## src/rtl/vram8_blit_engine_pkg.sv

```systemverilog
// vram8_blit_engine_pkg: VRAM8 geometry constants and blit FSM encoding
package vram8_blit_engine_pkg;
    localparam int VRAM8_ADDR_W = 14;
    localparam int VRAM8_LEN_W  = 15;
    typedef enum logic [2:0] {
        ST_IDLE  = 3'd0,
        ST_FILL  = 3'd1,
        ST_PRIME = 3'd2,
        ST_COPY  = 3'd3,
        ST_DONE  = 3'd4
    } blit_state_e;
    function automatic logic is_busy(blit_state_e s);
        return s inside {ST_FILL, ST_PRIME, ST_COPY};
    endfunction
endpackage

```

## src/rtl/vram8_blit_engine_if.sv

```systemverilog
// vram8_blit_engine_if: command/status bundle and VRAM8 read/write port bundle
interface vram8_cmd_if #(
    parameter int ADDR_W = vram8_blit_engine_pkg::VRAM8_ADDR_W,
    parameter int LEN_W  = vram8_blit_engine_pkg::VRAM8_LEN_W
);
    logic              cmd_start;
    logic              cmd_copy;
    logic              cmd_vbonly;
    logic [ADDR_W-1:0] cmd_src;
    logic [ADDR_W-1:0] cmd_dst;
    logic [LEN_W-1:0]  cmd_len;
    logic [7:0]        cmd_fill;
    logic              abort;
    logic              busy;
    logic              done;
    modport master (
        output cmd_start, cmd_copy, cmd_vbonly, cmd_src, cmd_dst, cmd_len, cmd_fill, abort,
        input  busy, done
    );
    modport slave (
        input  cmd_start, cmd_copy, cmd_vbonly, cmd_src, cmd_dst, cmd_len, cmd_fill, abort,
        output busy, done
    );
endinterface

interface vram8_bus_if #(
    parameter int ADDR_W = vram8_blit_engine_pkg::VRAM8_ADDR_W
);
    logic [ADDR_W-1:0] vram8_rd_addr;
    logic [7:0]        vram8_q;
    logic [ADDR_W-1:0] vram8_wr_addr;
    logic [7:0]        vram8_d;
    logic              vram8_we;
    modport master (
        output vram8_rd_addr, vram8_wr_addr, vram8_d, vram8_we,
        input  vram8_q
    );
    modport slave (
        input  vram8_rd_addr, vram8_wr_addr, vram8_d, vram8_we,
        output vram8_q
    );
endinterface

```

## src/rtl/vram8_blit_counter.sv

```systemverilog
// vram8_blit_counter: VRAM8 address register with load, modulo increment and hold
module vram8_blit_counter
    import vram8_blit_engine_pkg::*;
#(
    parameter int W = VRAM8_ADDR_W
) (
    input  logic         clk,
    input  logic         resetn,
    input  logic         load_i,
    input  logic         inc_i,
    input  logic [W-1:0] val_i,
    output logic [W-1:0] addr_o
);
    logic [W-1:0] addr_q, addr_d;
    always_comb addr_d = load_i ? val_i : inc_i ? addr_q + W'(1) : addr_q;
    always_ff @(posedge clk or negedge resetn) begin
        if (!resetn) addr_q <= '0;
        else addr_q <= addr_d;
    end
    assign addr_o = addr_q;
endmodule

```

## src/rtl/vram8_blit_engine.sv

```systemverilog
// vram8_blit_engine: fills or copies VRAM8 byte ranges, optionally only while vblank is high
// we_q marks the write presented this cycle; it retires (dst advances, count drops) at the next edge.
module vram8_blit_engine
    import vram8_blit_engine_pkg::*;
#(
    parameter int ADDR_W      = VRAM8_ADDR_W,
    parameter int LEN_W       = VRAM8_LEN_W,
    parameter bit VBLANK_GATE = 1'b1
) (
    input  logic        clk,
    input  logic        resetn,
    input  logic        vblank,
    vram8_cmd_if.slave  cmd,
    vram8_bus_if.master vram
);
    blit_state_e       state_q, state_d;
    logic [LEN_W-1:0]  cnt_q, cnt_d, left;
    logic [7:0]        fill_q;
    logic              vbonly_q;
    logic              we_q, we_d;
    logic              busy_q, busy_d;
    logic              done_q, done_d;
    logic              start, start_stall, stall, last, src_inc;
    logic [ADDR_W-1:0] src_addr, dst_addr;

    assign start       = state_q == ST_IDLE && cmd.cmd_start;
    assign start_stall = VBLANK_GATE && cmd.cmd_vbonly && !vblank;
    assign stall       = VBLANK_GATE && vbonly_q && !vblank;
    assign left        = cnt_q - LEN_W'(we_q);
    assign last        = left == '0;

    always_ff @(posedge clk or negedge resetn) begin
        if (!resetn) begin
            state_q  <= ST_IDLE;
            cnt_q    <= '0;
            fill_q   <= '0;
            vbonly_q <= 1'b0;
            we_q     <= 1'b0;
            busy_q   <= 1'b0;
            done_q   <= 1'b0;
        end else begin
            state_q <= state_d;
            cnt_q   <= cnt_d;
            we_q    <= we_d;
            busy_q  <= busy_d;
            done_q  <= done_d;
            if (start) begin
                fill_q   <= cmd.cmd_fill;
                vbonly_q <= cmd.cmd_vbonly;
            end
        end
    end

    always_comb begin
        state_d = state_q;
        case (state_q)
            ST_IDLE:  if (cmd.cmd_start) state_d = cmd.cmd_len == '0 ? ST_DONE : cmd.cmd_copy ? ST_PRIME : ST_FILL;
            ST_FILL:  state_d = cmd.abort ? ST_IDLE : last ? ST_DONE : ST_FILL;
            ST_PRIME: state_d = cmd.abort ? ST_IDLE : stall ? ST_PRIME : ST_COPY;
            ST_COPY:  state_d = cmd.abort ? ST_IDLE : last ? ST_DONE : ST_COPY;
            default:  state_d = ST_IDLE;
        endcase
    end

    // a new copy write always consumes the byte at rd_addr, so the read pointer moves with it
    always_comb begin
        busy_d  = is_busy(state_d);
        done_d  = state_d == ST_DONE;
        we_d    = (state_d == ST_FILL || state_d == ST_COPY) && !(start ? start_stall : stall);
        cnt_d   = start ? cmd.cmd_len : (state_q == ST_FILL || state_q == ST_COPY) ? left : cnt_q;
        src_inc = state_d == ST_COPY && we_d;
    end

    vram8_blit_counter #(.W(ADDR_W)) u_src (
        .clk    (clk),
        .resetn (resetn),
        .load_i (start),
        .inc_i  (src_inc),
        .val_i  (cmd.cmd_src),
        .addr_o (src_addr)
    );

    vram8_blit_counter #(.W(ADDR_W)) u_dst (
        .clk    (clk),
        .resetn (resetn),
        .load_i (start),
        .inc_i  (we_q),
        .val_i  (cmd.cmd_dst),
        .addr_o (dst_addr)
    );

    assign vram.vram8_rd_addr = src_addr;
    assign vram.vram8_wr_addr = dst_addr;
    assign vram.vram8_we      = we_q;
    assign vram.vram8_d       = state_q == ST_COPY ? vram.vram8_q : fill_q;
    assign cmd.busy           = busy_q;
    assign cmd.done           = done_q;
endmodule

```

## src/flat_wrapper.sv

```systemverilog
// flat-port wrapper written by rule: the top's interface ports become plain ports
module vram8_blit_engine_flat import vram8_blit_engine_pkg::*;
#(
    parameter int ADDR_W      = VRAM8_ADDR_W,
    parameter int LEN_W       = VRAM8_LEN_W,
    parameter bit VBLANK_GATE = 1'b1
)
  (clk, resetn, vblank, cmd_cmd_start, cmd_cmd_copy, cmd_cmd_vbonly, cmd_cmd_src, cmd_cmd_dst, cmd_cmd_len, cmd_cmd_fill, cmd_abort, cmd_busy, cmd_done, vram_vram8_rd_addr, vram_vram8_wr_addr, vram_vram8_d, vram_vram8_we, vram_vram8_q);
  vram8_cmd_if #(.ADDR_W(ADDR_W), .LEN_W(LEN_W)) cmd_i ();
  vram8_bus_if #(.ADDR_W(ADDR_W)) vram_i ();
  input  logic clk;
  input  logic resetn;
  input  logic vblank;
  input wire logic [$bits(cmd_i.cmd_start)-1:0] cmd_cmd_start;
  input wire logic [$bits(cmd_i.cmd_copy)-1:0] cmd_cmd_copy;
  input wire logic [$bits(cmd_i.cmd_vbonly)-1:0] cmd_cmd_vbonly;
  input wire logic [$bits(cmd_i.cmd_src)-1:0] cmd_cmd_src;
  input wire logic [$bits(cmd_i.cmd_dst)-1:0] cmd_cmd_dst;
  input wire logic [$bits(cmd_i.cmd_len)-1:0] cmd_cmd_len;
  input wire logic [$bits(cmd_i.cmd_fill)-1:0] cmd_cmd_fill;
  input wire logic [$bits(cmd_i.abort)-1:0] cmd_abort;
  output wire logic [$bits(cmd_i.busy)-1:0] cmd_busy;
  output wire logic [$bits(cmd_i.done)-1:0] cmd_done;
  output wire logic [$bits(vram_i.vram8_rd_addr)-1:0] vram_vram8_rd_addr;
  output wire logic [$bits(vram_i.vram8_wr_addr)-1:0] vram_vram8_wr_addr;
  output wire logic [$bits(vram_i.vram8_d)-1:0] vram_vram8_d;
  output wire logic [$bits(vram_i.vram8_we)-1:0] vram_vram8_we;
  input wire logic [$bits(vram_i.vram8_q)-1:0] vram_vram8_q;
  assign cmd_i.cmd_start = cmd_cmd_start;
  assign cmd_i.cmd_copy = cmd_cmd_copy;
  assign cmd_i.cmd_vbonly = cmd_cmd_vbonly;
  assign cmd_i.cmd_src = cmd_cmd_src;
  assign cmd_i.cmd_dst = cmd_cmd_dst;
  assign cmd_i.cmd_len = cmd_cmd_len;
  assign cmd_i.cmd_fill = cmd_cmd_fill;
  assign cmd_i.abort = cmd_abort;
  assign cmd_busy = cmd_i.busy;
  assign cmd_done = cmd_i.done;
  assign vram_vram8_rd_addr = vram_i.vram8_rd_addr;
  assign vram_vram8_wr_addr = vram_i.vram8_wr_addr;
  assign vram_vram8_d = vram_i.vram8_d;
  assign vram_vram8_we = vram_i.vram8_we;
  assign vram_i.vram8_q = vram_vram8_q;
  vram8_blit_engine #(.ADDR_W(ADDR_W), .LEN_W(LEN_W), .VBLANK_GATE(VBLANK_GATE)) u_core (.clk(clk), .resetn(resetn), .vblank(vblank), .cmd(cmd_i), .vram(vram_i));
endmodule
```

## config.mk

```make
export PLATFORM = sky130hd
export DESIGN_NAME = vram8_blit_engine_flat
export DESIGN_NICKNAME = d
export VERILOG_FILES = /design/src/rtl/vram8_blit_engine_pkg.sv /design/src/rtl/vram8_blit_engine_if.sv /design/src/rtl/vram8_blit_counter.sv /design/src/rtl/vram8_blit_engine.sv /design/src/flat_wrapper.sv
export SDC_FILE = /design/constraint.sdc
export NUM_CORES = 1
export LEC_CHECK = 0
export ABC_CLOCK_PERIOD_IN_PS = 4000
export CAP_MARGIN = 20
export CORE_UTILIZATION = 30
export CTS_CLUSTER_DIAMETER = 150
export DETAILED_ROUTE_END_ITERATION = 10
export GPL_TIMING_DRIVEN = 0
export PLACE_DENSITY_LB_ADDON = 0.15
export SYNTH_ARGS = -nofsm -noshare
export SYNTH_HDL_FRONTEND = slang
export SYNTH_SLANG_ARGS = --single-unit
```

## constraint.sdc

```tcl
create_clock -name clk -period 4 [get_ports clk]
set_input_delay 0.8 -clock clk [delete_from_list [all_inputs] [get_ports clk]]
set_output_delay 0.8 -clock clk [all_outputs]
set_load 0.02 [all_outputs]
```

==> results.py <==
metrics = {
    "route": {
        "drtIter0Drc": 148,
        "vias_per_cell": 5.28,
        "ant_nets": 0,
        "firstDrtPassIters": 4,
        "num_vias": 3395,
        "wirelength_um": 10500,
        "routedWlPerCell_um": 16.4,
        "drc": 0,
    },
    "placed_design": {
        "io_buffers": 104,
        "dp_hpwl_um": 7860,
        "place_congestion": 0.849,
    },
    "grt": {
        "grt_start_max_net_pins": 59,
        "grt_usage": 0.187,
        "gr-total-overflow": 0,
        "grt_pass1_vias": 3244,
        "antenna_found_initial": 0,
        "grt_pass1_wl_um": 16700,
    },
    "sta": {
        "fin_crit_ns": 3.49,
        "post-route-period-util": 0.873,
        "maxSlewViolCount": 0,
        "hold_violations": 0,
        "rsz0062_at_grt": "false",
        "max_slew_margin": 0.482,
        "skew_ns": 0.0162,
        "tightest_slew_ns": 0.776,
        "finalSetupViolations": 0,
        "setup_tns_ns": 0,
        "max_freq_mhz": 286,
    },
    "yosys": {
        "synthXorXnorAreaFrac": 0.0493,
        "synth_top_family_by_area": "simple AND/OR/NAND/NOR gates",
        "synth_fa_ha_area_frac": 0.0148,
        "syn_area_per_cell_um2": 8.81,
        "synth_area_um2": 3370,
        "synth_cells": 383,
        "synth_compound_area_frac": 0.161,
        "yosys_register_bits": 58,
        "synth_simple_gate_area_share": 0.279,
        "async_flop_share": 1.00,
        "ys_seq_area_frac": 0.430,
        "synth_edf_count": 0,
        "synth_fp_nets": 453,
        "yosysUniqueCellTypes": 51,
        "yosys_warnings": 0,
        "synth_mux_area_frac": 0.0330,
        "ys.flop_type": "dfrtp_1",
    },
    "worst_hold_path": {
        "holdPathStages": 2,
        "hold_end": "u_core.fill_q[2]",
        "worstHoldStart": "u_core.fill_q[2]",
        "hold_path.class": "register to register",
    },
    "cts": {
        "cts_tree": "done",
        "clkLatencyLatePin_ns": 0.35,
        "postCtsSetupRepairBufs": 0,
        "clock-sinks": 58,
        "clockBufferDepth": 2,
        "htreeDepth": 3,
        "holdBufCountCts": 0,
        "clk_pin_slew_worst_paths_ns": 0.08,
        "cts_resized": 0,
        "cts_made_buffers": 9,
        "root_buffer": "clkbuf_8",
    },
    "cells_and_area": {
        "synthToLayoutAreaGrowth_pct": 42.5,
        "fillCellCount": 1112,
        "finalNetCount": 568,
        "diodes": 0,
        "drive_gt1_frac": 0.0696,
        "utilization": 0.441,
    },
    "critical_path": {
        "path_delay_family": "simple AND/OR/NAND/NOR gates",
        "required_ns": 4.22,
        "r2r_slack_ns": 0.87,
        "endpoint_kind": "register",
        "slowest_delay_ns": 0.65,
        "path_cells": "clkdlybuf4s50_1 -> nor4b_2 -> mux2_2 -> and2_1 -> nor3_1 -> o21ai_2 -> clkbuf_1 -> o311ai_0 -> nand3_1",
        "r2r_cells": 11,
        "cp_data_arrival_time_ns": 3.71,
        "slowest_stage": "nor4b_2",
        "crit_buf_inv": 2,
        "path_class": "input pin to register",
        "reg2reg_from": "u_core.vram.vram8_we",
        "cp-start-kind": "input pin",
        "crit_path_max_fanout": 10,
        "r2r-end": "u_core.u_src.addr_o[8]",
    },
    "floorplan": {
        "die_y_um": 108,
        "io_pins": 105,
        "core.rowCount": 38,
        "coreArea_um2": 10900,
        "die-width_um": 108,
        "start_util": 0.310,
        "dieArea_um2": 11700,
    },
    "job": {
        "drv_cap": 0,
    },
    "run_status": {
        "status": "complete, no violations",
    },
    "pwr": {
        "p_per_area_nw_per_um2": 686,
        "ir_worst_vdd_uv": 242,
        "p_leak_nw": 1.89,
    },
}
-- through the flow --
| stage | instance area [µm²] | cells | hold slack (ns) | setup slack (ns) | total power [mW] |
|---|---|---|---|---|---|
| 3_3_place_gp | 4590 | 627 | 0.462 | 0.0571 | 2.67 |
| 6_report | 4810 | 643 | 0.476 | 0.507 | 3.30 |
| 2_1_floorplan | 3370 | 383 | 0.440 | 1.25 | 2.00 |
| 4_1_cts | 4810 | 643 | 0.481 | 0.489 | 3.32 |
| 3_5_place_dp | 4590 | 627 | 0.464 | 0.106 | 2.70 |
| 5_1_grt | 4810 | 643 | 0.506 | 0.321 | 3.53 |
-- state kept, by name, indices dropped and copies added, names as in the netlist --
signal and count:
u_core.cnt_q 15, u_core.u_dst.addr_o 14, u_core.u_src.addr_o 14, u_core.fill_q 8, u_core.state_q 3, u_core.cmd.busy 1
u_core.cmd.done 1, u_core.vbonly_q 1, u_core.vram.vram8_we 1
-- synthesized netlist by cell type, types with 2 or more instances --
cell,count,area (µm²)
o31ai_1,2,15.0
o32ai_1,2,17.5
nor3_1,5,25.0
o21ai_0,24,120
nand3_1,28,140
a21oi_1,13,65.1
nand2_1,86,323
nor4_1,7,43.8
nor2b_1,2,12.5
nand3b_1,3,22.5
xor2_1,15,131
dfrtp_1,58,1450
and4_1,3,26.3
or4_1,6,45.0
o211ai_1,12,90.1
and3_1,8,50.1
ha_1,4,50.1
nand4_1,8,50.1
mux2_2,9,101
nor2_1,13,48.8
xnor2_1,4,35.0
nand2b_1,3,18.8
o311ai_0,11,96.3
nor4b_2,2,30.0
clkbuf_1,18,67.6
or4b_1,2,20.0
o221ai_1,2,17.5
or3_1,3,18.8
o21bai_1,2,15.0
inv_1,7,26.3
-- power breakdown --
group / internal [mW] / switching [mW]
combinational: 0.709 / 0.844
sequential: 0.842 / 0.296
clock: 0.353 / 0.255
-- layout by cell type (no fill, tap or decap), types with 3 or more instances in the layout --
cell type / count
clkinv_4: 3
and3_1: 8
nand3b_1: 3
inv_1: 7
o21ai_0: 24
a21oi_1: 13
clkbuf_8: 9
xor2_1: 15
o311ai_0: 11
nand2_1: 86
or3_1: 3
clkdlybuf4s50_1: 103
dfrtp_1: 58
or4_1: 6
nand2b_1: 3
xnor2_1: 4
nor3_1: 5
o211ai_1: 12
mux2_2: 9
and4_1: 3
nand4_1: 8
ha_1: 4
nand3_1: 28
clkbuf_1: 19
nor4_1: 7
nor2_1: 13
-- cell families (layout without fill, tap and decap cells) --
family,Yosys count,in the layout
buffers and inverters,27,147
DFF,58,58
xor gates and xnor gates,19,19
muxes,10,10
and+or+nand+nor,186,186
AOI/OAI and AO/OA,79,79
adders and majority gates,4,4
-- layer usage --
layer | part of all wire | wire, µm | track usage
met5 | 0 | 0 | 0
met3 | 0.056 | 587 | 0.0440
met4 | 0.014 | 149 | 0.0587
met2 | 0.47 | 4920 | 0.300
met1 | 0.46 | 4860 | 0.248
-- worst reg2reg max path: cells and delay by family (launching register included) --
kind	cells	cell delay, ns
simple gates	4	0.43
buf+inv	2	0.71
compound gates	3	0.84
fa+ha+maj	2	0.49
flops	1	0.54
-- layout make-up --
class | count | area, µm² | share of cell area
multi-input combinational | 298 | 1810 | 0.377
clock inverter | 6 | 91.3 | 0.0190
tap | 140 | 175 | 0.0364
clock buffer | 10 | 128 | 0.0266
inverter | 7 | 26.3 | 0.00547
timing repair buffer | 104 | 1040 | 0.216
sequential | 58 | 1450 | 0.302
buffer | 20 | 83.8 | 0.0174
-- how the worst max path moves through the flow --
stage	cells after the start	slack [ns]	start	endpoint
2_1_floorplan	8	1.25	cmd_cmd_start	u_core.u_src.addr_o[6]
3_3_place_gp	1	0.06	resetn	u_core.cnt_q[11]
3_5_place_dp	9	0.11	cmd_cmd_start	u_core.u_src.addr_o[7]
4_1_cts	5	0.49	u_core.state_q[2]	vram_vram8_d[1]
5_1_grt	9	0.32	cmd_cmd_start	u_core.u_src.addr_o[7]
6_report	9	0.51	cmd_cmd_start	u_core.u_src.addr_o[9]
No activity file was read; power rests on OpenSTA's default activity.
